--- src/rtl/wb_arb_pkg.sv ---
// Shared types and helpers for the Wishbone per-target round-robin arbiter.
package wb_arb_pkg;

  typedef enum logic {
    IDLE  = 1'b0,
    OWNED = 1'b1
  } wb_arb_state_e;

  function automatic int clog2_min1(input int n);
    return (n <= 1) ? 1 : $clog2(n);
  endfunction

endpackage

--- src/rtl/wb_rr_pick.sv ---
// Combinational round-robin picker: the first set req bit at or after rr_ptr, wrapping N-1 -> 0.
module wb_rr_pick
  import wb_arb_pkg::*;
#(
  parameter int N_INITIATORS = 2,
  parameter int IW = clog2_min1(N_INITIATORS)
) (
  input  logic [N_INITIATORS-1:0] req,
  input  logic [IW-1:0]           rr_ptr,
  output logic [N_INITIATORS-1:0] pick,
  output logic [IW-1:0]           pick_id
);

  logic [IW-1:0] idx;

  // The scan runs from the farthest offset back to rr_ptr so the closest requester wins last.
  always_comb begin
    pick    = '0;
    pick_id = '0;
    idx     = '0;
    for (int k = N_INITIATORS - 1; k >= 0; k--) begin
      idx = IW'((int'(rr_ptr) + k) % N_INITIATORS);
      if (req[idx]) begin
        pick      = '0;
        pick[idx] = 1'b1;
        pick_id   = idx;
      end
    end
  end

endmodule

--- src/rtl/wb_target_arbiter.sv ---
// Per-target round-robin arbiter holding ownership for a whole Wishbone cycle.
// Optional watchdog with forced error and stale tracking: define WB_ARB_TIMEOUT_EN.
module wb_target_arbiter
  import wb_arb_pkg::*;
#(
  parameter int N_INITIATORS = 2,
  parameter int TIMEOUT      = 256,
  localparam int IW          = clog2_min1(N_INITIATORS)
) (
  input  logic                    clock,
  input  logic                    reset,
  input  logic [N_INITIATORS-1:0] req,
  input  logic [N_INITIATORS-1:0] cyc,
  input  logic                    t_ack,
  input  logic                    t_err,
  output logic [N_INITIATORS-1:0] gnt,
  output logic [IW-1:0]           gnt_id,
  output logic                    gnt_vld,
  output logic                    to_err
);

  wb_arb_state_e           state;
  logic [IW-1:0]           rr_ptr;
  logic [N_INITIATORS-1:0] elig;
  logic [N_INITIATORS-1:0] pick;
  logic [IW-1:0]           pick_id;
  logic                    owner_cyc;

  function automatic logic [IW-1:0] rr_next(input logic [IW-1:0] id);
    if (int'(id) >= N_INITIATORS - 1) return '0;
    return id + 1'b1;
  endfunction

  assign owner_cyc = cyc[gnt_id];

`ifdef WB_ARB_TIMEOUT_EN
  localparam int WW = clog2_min1(TIMEOUT);
  logic [WW-1:0]           wdog;
  logic [N_INITIATORS-1:0] stale;
  logic                    timeout;

  // An initiator that timed out stays ineligible until it drops cyc.
  assign elig    = req & ~stale;
  assign timeout = !(t_ack || t_err) && (wdog == WW'(TIMEOUT - 1));
`else
  logic unused_ok;
  assign elig      = req;
  assign to_err    = 1'b0;
  assign unused_ok = ^{t_ack, t_err};
`endif

  wb_rr_pick #(
    .N_INITIATORS(N_INITIATORS),
    .IW          (IW)
  ) u_pick (
    .req    (elig),
    .rr_ptr (rr_ptr),
    .pick   (pick),
    .pick_id(pick_id)
  );

  always_ff @(posedge clock or negedge reset) begin
    if (!reset) begin
      state   <= IDLE;
      rr_ptr  <= '0;
      gnt     <= '0;
      gnt_id  <= '0;
      gnt_vld <= 1'b0;
`ifdef WB_ARB_TIMEOUT_EN
      wdog    <= '0;
      stale   <= '0;
      to_err  <= 1'b0;
`endif
    end else begin
`ifdef WB_ARB_TIMEOUT_EN
      to_err <= 1'b0;
      stale  <= stale & cyc;
`endif
      case (state)
        IDLE: begin
          if (|elig) begin
            state   <= OWNED;
            gnt     <= pick;
            gnt_id  <= pick_id;
            gnt_vld <= 1'b1;
`ifdef WB_ARB_TIMEOUT_EN
            wdog    <= '0;
`endif
          end
        end
        OWNED: begin
          // Releasing initiator drops to lowest priority for the next round.
          if (!owner_cyc) begin
            state   <= IDLE;
            gnt     <= '0;
            gnt_vld <= 1'b0;
            rr_ptr  <= rr_next(gnt_id);
          end
`ifdef WB_ARB_TIMEOUT_EN
          else if (timeout) begin
            state         <= IDLE;
            gnt           <= '0;
            gnt_vld       <= 1'b0;
            rr_ptr        <= rr_next(gnt_id);
            to_err        <= 1'b1;
            stale[gnt_id] <= 1'b1;
          end else if (t_ack || t_err) begin
            wdog <= '0;
          end else begin
            wdog <= wdog + 1'b1;
          end
`endif
        end
        default: state <= IDLE;
      endcase
    end
  end

endmodule
--- config.mk ---
export PLATFORM = sky130hd
export DESIGN_NAME = wb_target_arbiter
export DESIGN_NICKNAME = d
export VERILOG_FILES = /design/src/rtl/wb_arb_pkg.sv /design/src/rtl/wb_rr_pick.sv /design/src/rtl/wb_target_arbiter.sv
export SDC_FILE = /design/constraint.sdc
export NUM_CORES = 1
export LEC_CHECK = 0
export ABC_CLOCK_PERIOD_IN_PS = 2100
export CAP_MARGIN = 20
export CORE_AREA = 2 2 39 41
export DETAILED_ROUTE_END_ITERATION = 8
export DIE_AREA = 0 0 41 43
export SETUP_SLACK_MARGIN = 0.5
export SLEW_MARGIN = 10
export SYNTH_ARGS = -nofsm -noshare
export SYNTH_HDL_FRONTEND = slang
export SYNTH_SLANG_ARGS = --single-unit
export TNS_END_PERCENT = 30
--- constraint.sdc ---
create_clock -name clock -period 2.1 [get_ports clock]
set_clock_uncertainty 0.1 [all_clocks]
set_input_delay 0.42 -clock clock [delete_from_list [all_inputs] [get_ports clock]]
set_output_delay 0.42 -clock clock [all_outputs]
set_load 0.01 [all_outputs]
# Word level (Yosys, flattened, before mapping)
# Cells that the tools add are included.
# Widths: inputs -> output; s select.
totals:
  ff_bits: 6
  latch_bits: 0
  ramBits: 0
  romBits: 0
  wordCells: 51
  mem_count: 0
classes:
  n_addsub: 2
  n_mul: 0
  div: 0
  order_cmp: 6
  eq_ne: 2
  n_shift: 0
  muxes: 28
  bitwise: 2
  n_reduce_logical: 6
op_table:
  columns: ["operator", "count"]
  rows:
  - ["$mux 1", 19]
  - ["$mux 2", 4]
  - ["$lt 1x2->1 const B", 3]
  - ["$reduce_and 2->1", 3]
  - ["$ne 2x2->1 const B", 2]
  - ["$pmux 1 s2", 2]
  - ["$pmux 2 s2", 1]
  - ["$ge 1x1->1 const B", 3]
  - ["$add 1x1->1 const B", 2]
  - ["$demux 1 s1", 2]
  - ["$logic_and 1x1->1", 2]
  - ["$not 1->1", 2]
  - ["$reduce_or 2->1", 1]

# Longest topological paths before layout
# Gate-level depths: netlist (run 1).
logic_depth:
  depth_word: 9
  depth_mapped: 4
  mapped_depth_nobuf: 3

# Cells and area by module
# From an unflattened synthesis (run 1), not the netlist that was laid out.
hier_totals:
  cells_unflattened: 32
  area_unflattened_um2: 325.3
modules_own_cells:
  columns: ["module", "n_inst", "cells_per_inst", "area_each_um2", "seq_area_each_um2"]
  rows:
  - ["wb_target_arbiter", 1, 28, 299.0, 150.1]
  - ["wb_rr_pick", 1, 4, 26.3, 0.0]

# Worst setup path after synthesis (run 1)
# No wires, ideal clock.
synth_timing:
  kind: "reg2reg"
  startpoint: "register gnt_id"
  endpoint: "register gnt_vld"
  setup_time_ps: 123
  t_arrival_ps: 878
  setup_slack_ps: 999
  path_stages_with_launch: 4
  n_path_buf: 0
  path_cell_list: "dfrtp_1 > mux2i_1 > nand2b_1 > o21ai_1"
synth_between:
  elab_chain_cells: 4
synth_rtl:
  columns: ["element", "line_no", "rtl"]
  rows:
  - ["from (decl)", "wb_target_arbiter.sv:17", "output logic [IW-1:0] gnt_id,"]
  - ["from (signal assigned)", "wb_target_arbiter.sv:84", "gnt_id <= pick_id;"]
  - ["$mux 1 (implied by the code) (2 in series)", "wb_target_arbiter.sv:34", "assign owner_cyc = cyc[gnt_id];"]
  - ["$ne 2x2->1 (no source line)", null, null]
  - ["$reduce_and 2->1 (no source line)", null, null]
  - ["to (signal assigned)", "wb_target_arbiter.sv:68", "gnt_vld <= 1'b0;"]
  - ["to (signal assigned)", "wb_target_arbiter.sv:85", "gnt_vld <= 1'b1;"]
  - ["to (signal assigned)", "wb_target_arbiter.sv:96", "gnt_vld <= 1'b0;"]
  - ["to (decl)", "wb_target_arbiter.sv:18", "output logic gnt_vld,"]
# Every way passes these cells. The select of a mux whose other input is x is not followed.
# A chain may end at the register's enable or synchronous reset.

# Worst setup path after layout (run 1)
layout_timing:
  startpoint: "register gnt_id"
  endpoint: "output port gnt_id"
# No word-level cell between the ends.

==> results.md, run 1 <==
Status:
- The flow ran to the end, and the final reports show no timing, DRC or antenna violations.

Worst setup path:
- The category of the worst setup path launch point is a flop.
- On the critical path, the stage with the largest delay is an instance of clkdlybuf4s50_1.
- The critical path goes through clkdlybuf4s50_1.
- Counting both buffers and inverters, the worst setup path holds a total of 1.
- Of all nets on the critical path, the largest fanout is 2.
- The largest single stage delay on the critical path is between 0.5 and 0.6 ns.
- The category of the critical setup timing path is flop to primary output.
- Data arrives at the worst endpoint at between 1 and 1.5 ns.
- The beginning of the critical path is gnt_id.
- The family with the most delay on the worst path is buffers and inverters.
- The startpoint identified for the worst register-to-register timing path is gnt_id.
- At the worst endpoint, the required time is 1.58 ns.
- The category of the worst setup path capture point is a primary output.

Timing:
- For the final routed database, the setup TNS stands at 0 ns.
- The final-report hold violation count is 0.
- The final critical path time including I/O delays and setup is between 1.5 and 2 ns.
- The final worst-path cycle share is between 70% and 80%.
- Setup violations remaining at the end of the flow were counted as 0.
- The total count of max-transition violations in the final report is 0.
- The achievable frequency is between 600 and 700 MHz.
- Setup repair after global routing could not meet its margin everywhere.

Power and ir drop:
- The proportion of total power due to net switching is a little over a third.
- Cell internal power was estimated by the tool at roughly 0.36 mW.
- The net switching power figure is 0.1974 mW.
- The part of the power in combinational logic is between 40% and 50%.
- Total power for the finished layout comes to 0.5610 mW.
- The peak ir drop on the vdd network is approximately 460 uV.
- The clock network accounts for a little under a fifth of the total power.
- The power density over the cells is about 1400 nW/um2.
- The static leakage is between 0.15 and 0.2 nW.
- The share of total power dissipated in sequential elements is 40.7%.

Place:
- In this run the tool buffered the top-level ports with 9 buffer cells.
- The half-perimeter wire length after placement is roughly 430 um.
- Routability-driven placement finished with a final weighted congestion of between 0.7 and 0.8.

Die:
- The die covers between 1500 and 2000 um2.
- Once the floorplan was initialized, standard cells occupied between 20 and 25% of the core.
- Pin placement for this block handled 13 I/O pins.
- The die extent in x is between 40 and 50 um.
- The area of the core region is ~1400 um2.
- The floorplan has 14 rows.
- The floorplan step set the die height to ~43 um.

Synth:
- The number of distinct library cell variants in the gate-level netlist after synthesis is 17.
- The number of warning messages in the yosys log is 0.
- The net count of the mapped netlist is 39.
- Synthesis inferred 6 register bits.
- The cell count after synthesis is 31.
- The average cell area after synthesis is 9.122 um2.
- The synthesized design spends more area on one cell type than any other, namely dfrtp_1.
- In the post-synthesis netlist, the biggest area contributors are dfrtp_1 (53%), a21oi_1 (7.1%), nand2_1 (4.0%).
- The top cell type by area accounts for 53.10% of the synthesized area.
- The share of the Yosys chip area taken by registers is a little over half.
- After synthesis the cells add up to 282.8 um2.

Layout:
- The number of antenna cells inserted is 0.
- The library cell used most frequently in the layout, excluding fill and tap cells, is clkdlybuf4s50_1.
- The fraction of layout cells with a size suffix above 1 is about a tenth.
- The fill cell instance count of the final layout is about 150.
- The library cells used most frequently in the layout, excluding fill and tap cells, are clkdlybuf4s50_1 (7), dfrtp_1 (6), a21oi_1 (4), nand2_1 (3), clkbuf_4 (3).
- The area used by sequential logic in the layout is 150.1 um2.
- The synthesis-to-layout area growth is 45.58%.
- In the final design database the tool counted 52 nets.
- Summing all multi-input logic gate instances after layout gives 112.6 um2.

GRT:
- Global routing finished with a remaining overflow of 0.
- The via count of the first global-routing pass is 205.
- The number of antenna violations at the first check in global routing came to 0.
- Global routing consumed, over all layers together, between 8 and 9% of the routing resources.
- Entering global routing, the biggest net connects 9 pins.
- The first global-routing pass estimated ~950 um of wire.

Detailed routing:
- After detailed routing, the number of vias per cell comes to 4.586.
- The violation count after the first detailed-routing iteration is 12.
- The number of vias in the routed layout is 266.
- The routed length per instance is between 10 and 15 um.
- The length of the first detailed-routing pass in iterations is 4.
- The count of nets left with antenna violations once routing finished came out at 0.
- For this run, design rule violations remaining after detail routing come to 0.
- After detailed routing, the total wire length is about 630 um.

Clock network:
- Clock-pin slew was measured on the worst setup and hold paths at approximately 0.04 ns.
- For this design, the sink count on the clock tree is 6.
- The H-tree depth is 1.
- Counting along the longest clock path gives a buffer depth of 2.
- In this run the clock root is driven by a clkbuf_4.
- In this run, post-CTS hold repair placed 0 buffers.
- TritonCTS created 3 clock buffers.
- Clock latency on the worst-skew pair, taken at its later pin, is roughly 0.24 ns.
- TritonCTS built the clock tree.

Hold path:
- The path class of the tightest hold or removal check is input port to async pin.

Job:
- The tool flagged a number of max-cap violations equal to 0.
state kept, by name, summed over array words and instances, names as in the netlist:
| signal | count |
|---|---|
| rr_ptr | 1 |
| gnt_vld | 1 |
| gnt_id | 1 |
| state | 1 |
| gnt | 2 |
logic make-up (layout without fill, tap and decap cells):
| group | Yosys count | after routing | share of synthesized area, % |
|---|---|---|---|
| simple gates | 8 | 8 | 13.28 |
| flops | 6 | 6 | 53.10 |
| other cells | 1 | 1 | 1.326 |
| compound gates | 11 | 11 | 21.69 |
| buf+inv | 4 | 15 | 7.080 |
| mux | 1 | 1 | 3.540 |
metrics by stage:
stage	area [um2]	hold slack [ns]	util (%)	std cells	worst slack, ns
after floorplan	282.8	0.02441	-	31	0.9995
after global placement	380.4	0.4098	27.49	54	0.5047
after detailed placement	380.4	0.4152	27.49	54	0.4885
after CTS	409.1	0.3220	29.57	58	0.4254
after global routing	411.6	0.3409	29.75	58	0.4055
final	411.6	0.3273	29.75	58	0.4442
synthesized netlist by cell type, drive strengths merged:
| library cell | instances |
|---|---|
| nor2 | 1 |
| nor2b | 1 |
| o22ai | 1 |
| a31oi | 1 |
| a21oi | 4 |
| conb | 1 |
| nand2b | 1 |
| mux2i | 1 |
| dfrtp | 6 |
| clkbuf | 1 |
| inv | 2 |
| nand2 | 3 |
| nor3 | 2 |
| o2bb2ai | 1 |
| o21ai | 4 |
| buf | 1 |
final timing paths:
check,cells after the start,slack (ns),endpoint
worst min register to register,2,0.42,rr_ptr
max in group asynchronous,1,1.35,gnt_id
worst min-delay path,1,0.33,state
min in group clock,2,0.42,rr_ptr
worst max-delay path,1,0.44,gnt_id
worst max register to register,4,0.83,gnt_vld
cell type report:
cell class / instances / share of cell area [%]
clock buffers: 3 / 5.471
multi-input cells: 21 / 27.36
repair buffers: 10 / 24.01
inverters: 2 / 1.824
well taps: 16 / 4.863
flip-flops and latches: 6 / 36.47
metal layers:
| layer | routed length [um] | vias up | track usage (%) |
|---|---|---|---|
| li1 | - | 128 | - |
| met1 | 316 | 127 | 13.86 |
| met2 | 251 | 11 | 8.125 |
| met3 | 57 | 0 | 5.236 |
| met4 | 0 | 0 | 4.000 |
| met5 | 0 | - | 0 |
what timing repair did:
item                       in CTS  in global routing
cloned                          0                  0
gates resized for setup         1                  1
setup endpoints to repair       4                  3
buffers inserted                1                  0
power by group through the flow:
| stage | Sequential [mW] | Clock, mW | Combinational, mW |
|---|---|---|---|
| floorplan | 0.227 | 0 | 0.115 |
| global placement | 0.231 | 0 | 0.211 |
| global route | 0.236 | 0.117 | 0.248 |
| detailed placement | 0.236 | 0 | 0.213 |
| finish | 0.228 | 0.105 | 0.228 |
| CTS | 0.228 | 0.110 | 0.229 |
(Power assumes the default switching activity.)
==> inputs of run 2 (changes only) <==
--- a/config.mk
+++ b/config.mk
@@ -5,7 +5,7 @@
 export SDC_FILE = /design/constraint.sdc
 export NUM_CORES = 1
 export LEC_CHECK = 0
-export ABC_CLOCK_PERIOD_IN_PS = 2100
+export ABC_CLOCK_PERIOD_IN_PS = 1500
 export CAP_MARGIN = 20
 export CORE_AREA = 2 2 39 41
 export DETAILED_ROUTE_END_ITERATION = 8
==> constraint.sdc (replaced) <==
create_clock -name clock -period 1.5 [get_ports clock]
set_clock_uncertainty 0.1 [all_clocks]
set_input_delay 0.3 -clock clock [delete_from_list [all_inputs] [get_ports clock]]
set_output_delay 0.3 -clock clock [all_outputs]
set_load 0.01 [all_outputs]
==> run 2 against run 1 <==
Net effect:
- hold slack worse by 0.13 ns
- clock power increased by 41%
- combinational power rose by 50%
- die area is the same
- register-to-register slack worse by 0.46 ns
- utilization up 0.90 points
- largest cell class unchanged
- largest power group is now combinational cells
==> results.md, run 2 (synthesized netlist as in run 1, its figures left out) <==
Status:
- The run finished with clean final reports.

Job:
- Max-cap violations in this run came to 0.

Clock network:
- The tree built by TritonCTS fans out to 6 sinks.
- The latest clock arrival within the worst-skew pair is 0.24 ns.
- The clock tree from TritonCTS is built.
- After clock tree synthesis, the clock-pin slew on the worst setup and hold paths is 0.04 ns.
- Counting along the longest clock path gives a buffer depth of 2.
- After clock tree synthesis, the flow added hold-fix buffers numbering 0.
- The buffer type at the clock tree root is clkbuf_4.
- Counting the buffers created by CTS gives 3.
- CTS built an H-tree with a depth of 1.

Layout:
- Leaving out fill and tap cells, the most frequent cell in the layout is dfrtp_1.
- The number of flip-flops under the largest register name is 2.
- The fraction of layout cells with a size suffix above 1 is between 20% and 30%.
- From synthesis to final layout, the design area changed by 50.00%.
- The number of antenna cells inserted is 0.
- The footprint of the multi-input gates is 125.1 um2.
- Counting flops per register, the top entry is gnt.
- The area used by sequential logic in the layout is between 150 and 200 um2.
- The top cell types in the final layout, fill and taps aside, are dfrtp_1 (6), a21oi_1 (4), clkdlybuf4s50_1 (4), buf_2 (4), buf_4 (4).
- The final layout contains 55 nets.
- The filler cells instantiated in the layout total 161.

Die:
- From bottom edge to top edge, the die measures between 40 and 50 um.
- The core region is roughly 1400 um2.
- The total I/O pin count is 13.
- The starting density of the core is approximately a fifth.
- In this run the core area contains 14 standard-cell rows.
- The die area is approximately 1800 um2.
- In this run the horizontal extent of the chip is about 41 um.

Timing:
- The total count of max-transition violations in the final report is 0.
- The final-report hold violation count is 0.
- Setup repair after global routing could not meet its margin everywhere.
- The final worst-path cycle share is 77.37%.
- Based on the critical path, the design can be clocked at up to 861.7 MHz.
- After layout, the minimum clock period comes to 1.161 ns.
- The final sum of negative setup slack is 0 ns.
- The count of endpoints failing setup in the final report is 0.

Worst setup path:
- Together, buffers and inverters on the worst path number 1.
- For flop-to-flop paths, the worst setup slack is approximately 0.37 ns.
- For this design, the slowest cell found on the critical path is dfrtp_1.
- The maximum net fanout on the critical path is 3.
- The family with the most delay on the worst path is flip-flops.
- The signal on the critical path passes through buf_2.
- The highest cell delay on the worst timing path is roughly 0.38 ns.
- STA classifies the critical path endpoint as a primary output.
- The worst register-to-register path begins at gnt_id.
- The worst path required time is approximately 1.1 ns.
- Measured in cells, the most critical reg-to-reg path has a length of 4.
- The category of the critical setup timing path is flop to primary output.
- The worst register-to-register path ends at gnt_vld.
- The worst setup path is launched from a flop.
- The worst endpoint data arrival time is approximately 0.76 ns.

GRT:
- The leftover overflow at the end of global routing is 0.
- The global-route total usage across every layer is ~7.9%.
- The global-route wire length before repair is approximately 930 um.
- The number of antenna violations at the first check in global routing is 0.
- Entering global routing, the biggest net connects 9 pins.
- The via count of the first global-routing pass is 228.

Detailed routing:
- Detailed routing inserted a total of ~260 vias.
- The total length of routed wires is a little under 600 um.
- In this run, the number of DRC markers left after iteration 0 of detailed routing was 1.
- The residual antenna-violating net count after detailed routing is 0.
- In the final routed layout, each cell accounts on average for between 9 and 10 um.
- For this run, design rule violations remaining after detail routing come to 0.
- The routed design uses about 230 um of met2 wire.
- The length of the first detailed-routing pass in iterations is 4.
- The total routed wire length on the met1 layer is 315 um.
- The highest layer touched by signal routing is met3.
- After detailed routing, the number of vias per cell comes to about 4.2.
- Detailed routing placed a total of approximately 45 um of wire on met3.

Place:
- The count of buffers from port buffering is 9.
- The congestion estimate from routability-driven global placement came to roughly 0.8.
- The half-perimeter wire length after placement is roughly 410 um.

Power and ir drop:
- The total chip power is approximately 0.79 mW.
- IR analysis of the VDD net gives a maximum drop of ~670 uV.
- The power density over the cells is ~1900 nW/um2.
- Summed over all cells, the static leakage comes to slightly below 0.2 nW.

Hold path:
- The worst hold path belongs to the class input port to async pin.
run 2: where the power goes:
group          internal [mW]  leakage (nW)  switching (mW)
registers              0.242        0.0709          0.0617
logic                  0.184         0.108           0.159
clock network         0.0905        0.0138          0.0578
run 2: worst max path at each step:
stage,from,endpoint,slack [ns],depth (start not counted)
after floorplan,gnt_id,gnt_vld,0.41,3
after global placement,req[1],gnt[0],0.05,4
after detailed placement,cyc[0],gnt_vld,0.07,4
after CTS,gnt_vld,gnt_vld,0.32,1
after global routing,gnt[0],gnt[0],0.31,1
final,gnt[0],gnt[0],0.34,1
run 2: cell type report:
cell class	count	share of cell area, %
well taps	16	4.720
inverters	2	1.770
flip-flops and latches	6	35.40
clock buffers	3	5.310
repair buffers	13	23.30
multi-input cells	21	29.50
run 2: what timing repair did:
item / 4_1_cts / 5_1_grt
setup buffers: 2 / 1
setup endpoints to repair: 10 / 10
resized for setup: 18 / 0
endpoints found under the hold margin: 0 / 0
run 2: layer usage:
| layer | track usage (%) | vias up |
|---|---|---|
| met5 | 0 | - |
| met4 | 6.000 | 0 |
| met3 | 1.571 | 0 |
| met2 | 8.750 | 10 |
| met1 | 12.42 | 112 |
| li1 | - | 133 |
run 2: stage by stage:
step / cells / hold slack [ns] / setup WS (ns) / util, % / area (um2)
global route: 61 / 0.2305 / 0.3146 / 30.65 / 424.2
floorplan: 31 / -0.09559 / 0.4096 / - / 286.5
CTS: 60 / 0.2059 / 0.3199 / 30.11 / 416.7
finish: 61 / 0.2010 / 0.3395 / 30.65 / 424.2
global placement: 55 / 0.4032 / 0.05088 / 28.30 / 391.6
detailed placement: 55 / 0.4165 / 0.07045 / 28.30 / 391.6
==> inputs of run 3 (changes only) <==
--- a/config.mk
+++ b/config.mk
@@ -5,7 +5,7 @@
 export SDC_FILE = /design/constraint.sdc
 export NUM_CORES = 1
 export LEC_CHECK = 0
-export ABC_CLOCK_PERIOD_IN_PS = 1500
+export ABC_CLOCK_PERIOD_IN_PS = 960
 export CAP_MARGIN = 20
 export CORE_AREA = 2 2 39 41
 export DETAILED_ROUTE_END_ITERATION = 8
==> constraint.sdc (replaced) <==
create_clock -name clock -period 0.96 [get_ports clock]
set_clock_uncertainty 0.1 [all_clocks]
set_input_delay 0.192 -clock clock [delete_from_list [all_inputs] [get_ports clock]]
set_output_delay 0.192 -clock clock [all_outputs]
set_load 0.01 [all_outputs]
==> run 3 against run 2 <==
Net effect:
- via count grew 6.7%
- critical path depth increased by 3
- wire length grew 8.3%
- cell count rose by 6.6%
- die area unchanged
- sequential power increased by 58%
- combinational power rose by 100%
- utilization grew 2.8 points
- the run now ends with negative hold slack, negative setup slack left
- sequential share of layout area fell by 3.0 points
- flip-flop and latch count unchanged
==> results.md, run 3 (synthesized netlist as in run 1, its figures left out) <==
Power and ir drop:
- Overall power consumption after layout is estimated at around 1.4 mW.
- The power density over the cells is roughly 3000 nW/um2.
- Across the VDD grid, the largest voltage drop is between 900 and 1000 uV.
- The analysis attributes to cell leakage a power of 0.2219 nW.

Die:
- The die area is 1763 um2.
- The total I/O pin count is 13.
- The floorplan has 14 rows.
- The starting density of the core is 20.43%.
- The height of the die is around 43 um.
- The area of the core region is 1384 um2.
- The floorplan step set the die width to 41 um.

Clock network:
- For this design, the sink count on the clock tree is 6.
- The latest clock arrival within the worst-skew pair is 0.24 ns.
- The clock tree from TritonCTS is built.
- In this run the number of H-tree levels came out at 1.
- After clock tree synthesis, the clock-pin slew on the worst setup and hold paths is roughly 0.05 ns.
- Counting along the longest clock path gives a buffer depth of 2.
- After clock tree synthesis, the setup repair step added 0 buffers.
- The buffer type at the clock tree root is clkbuf_4.
- Clock tree synthesis inserted a total of 3 buffers.

Status:
- The flow ran to the end, but the final reports show violations.
- The checks that failed: negative hold slack, negative setup slack.

GRT:
- The via count of the first global-routing pass was 243.
- Entering global routing, the biggest net connects 7 pins.
- The global-route wire length before repair is approximately 1000 um.
- Summed over all layers, the global routing overflow is 0.
- The number of antenna violations at the first check in global routing is 0.
- For this run, the total global-route usage over all layers was measured as 9.220%.

Place:
- The congestion estimate from routability-driven global placement came to ~0.8.
- Detailed placement ended at an HPWL of 484.3 um.
- In this run, placement finished with an instance count of just over 60.
- Timing analysis after detailed placement gives a worst setup slack of -0.3919 ns.
- The count of buffers added on input and output ports is 9.

Worst setup path:
- The family with the most delay on the worst path is flip-flops.
- In this design, the stage delay of the slowest critical-path cell is approximately 0.35 ns.
- The beginning of the critical path is gnt_id.
- The most critical setup path has its endpoint at gnt_vld.
- The internal reg-to-reg setup slack is -0.15 ns.
- Counting buffers and inverters, the worst setup path is 4 cells deep.
- The endpoint of the worst register-to-register path is gnt_vld.
- In this run the worst path has a maximum fanout of 4.
- The number of cells on the worst reg-to-reg path is 4.
- The buffer and inverter count on the worst path is 1.
- The worst setup path is captured at a flop.
- The critical path's slowest cell is dfrtp_1.
- The category of the worst setup path launch point is a flop.
- Walking the worst path, the cells encountered are buf_6 > mux2i_4 > nand2b_1 > o21ai_1.
- Data on the critical path is required at its endpoint by ~0.98 ns.
- The reg-to-reg startpoint is gnt_id.
- The critical path is of the flop to flop type.
- STA puts the critical path data arrival time at 1.14 ns.

Detailed routing:
- The routed length per instance is around 9.8 um.
- Detailed routing placed a total of ~60 um of wire on met3.
- The number of vias in the routed layout is between 200 and 300.
- The top routing layer in use is met3.
- For this run, the detailed router's first-pass iteration total came to 1.
- In the routed layout, each cell is associated on average with a via count of between 4 and 5.
- The final layout contains routed wiring with a total length of between 600 and 700 um.
- For this block, the initial DRC count from the detailed router was 0.
- The detail route stage leaves a number of antenna-violating nets equal to 0.
- The total routed wire length on the met1 layer is 326 um.
- In the routed design, unresolved DRC markers number 0.
- The routed design uses approximately 250 um of met2 wire.

Timing:
- The final worst-path cycle share is 115.9%.
- Setup violations remaining at the end of the flow were counted as 10.
- The final setup slack of the worst path is -0.1524 ns.
- The final critical path time including I/O delays and setup is about 1.1 ns.
- The final-report hold violation count is 6.
- The tightest hold path in the finished design has a slack of -0.1756 ns.
- Setup repair after global routing could not meet its margin everywhere.
- The total count of max-transition violations in the final report came to 0.
- The final sum of negative setup slack is -0.7545 ns.
- For this run, the top clock speed supported by timing is 898.9 MHz.

Job:
- The max capacitance violation total is 0.

Layout:
- The library cell used most frequently in the layout, excluding fill and tap cells, is buf_4.
- The number of antenna cells inserted is 0.
- Once layout is complete, the cells apart from fillers number 65.
- Ranked by flip-flop count, first place goes to gnt.
- The sequential cells in the finished layout cover a total of approximately 150 um2.
- The net count of the finished layout is a little under 60.
- Summing all multi-input logic gate instances after layout gives around 130 um2.
- The fill cell instance count of the final layout is approximately 160.
- The register with the most flip-flops in the layout has 2 of them.
- The fraction of layout cells with a size suffix above 1 is 36.73%.
- Leaving out fill and tap cells, the most frequent cells in the layout are buf_4 (7), dfrtp_1 (6), buf_2 (4).
- The area growth from synthesis to layout is 63.72%.

Hold path:
- In this run the worst hold path is classified as input port to async pin.
==> run 3: final cells by class <==
cell class,count,area share (%)
Clock buffer,3,4.865
Sequential cell,6,32.43
Inverter,2,1.622
Tap cell,16,4.324
Multi-Input combinational cell,21,27.84
Timing Repair Buffer,17,28.92
==> run 3: worst min path at each step <==
stage	startpoint	end	slack, ns	depth (start not counted)
3_5_place_dp	reset	gnt[1]	0.36	1
6_report	reset	rr_ptr	-0.18	1
4_1_cts	reset	rr_ptr	-0.17	1
3_3_place_gp	reset	gnt[1]	0.35	1
5_1_grt	reset	rr_ptr	-0.15	1
2_1_floorplan	reset	gnt[0]	-0.20	0
==> run 3: repair_timing <==
action                                  4_1_cts  5_1_grt
endpoints found under the setup margin       16       10
hold endpoints to repair                      6        6
resized for setup                            22        1
==> run 3: power breakdown <==
group | internal, mW | switching (mW) | leakage, nW
sequential | 0.378 | 0.100 | 0.0709
combinational | 0.400 | 0.287 | 0.137
clock | 0.141 | 0.0914 | 0.0138
total | 0.920 | 0.479 | 0.222
==> run 3: stage by stage <==
step	instance area (um2)	utilization, %
2_1_floorplan	286.5	-
3_3_place_gp	444.2	32.10
3_5_place_dp	444.2	32.10
4_1_cts	460.4	33.27
5_1_grt	462.9	33.45
6_report	462.9	33.45
==> run 3: worst reg2reg max path: stages, from the launching register on <==
cell and delay (ns):
dfrtp_1 0.35, buf_6 0.11, mux2i_4 0.25, nand2b_1 0.13
o21ai_1 0.05
==> run 3: per-layer routing <==
layer  GRT usage, %  up-vias
li1               -      142
met1          12.58      121
met2          11.56        9
met3          3.665        0
met4          6.000        0
met5              0        -
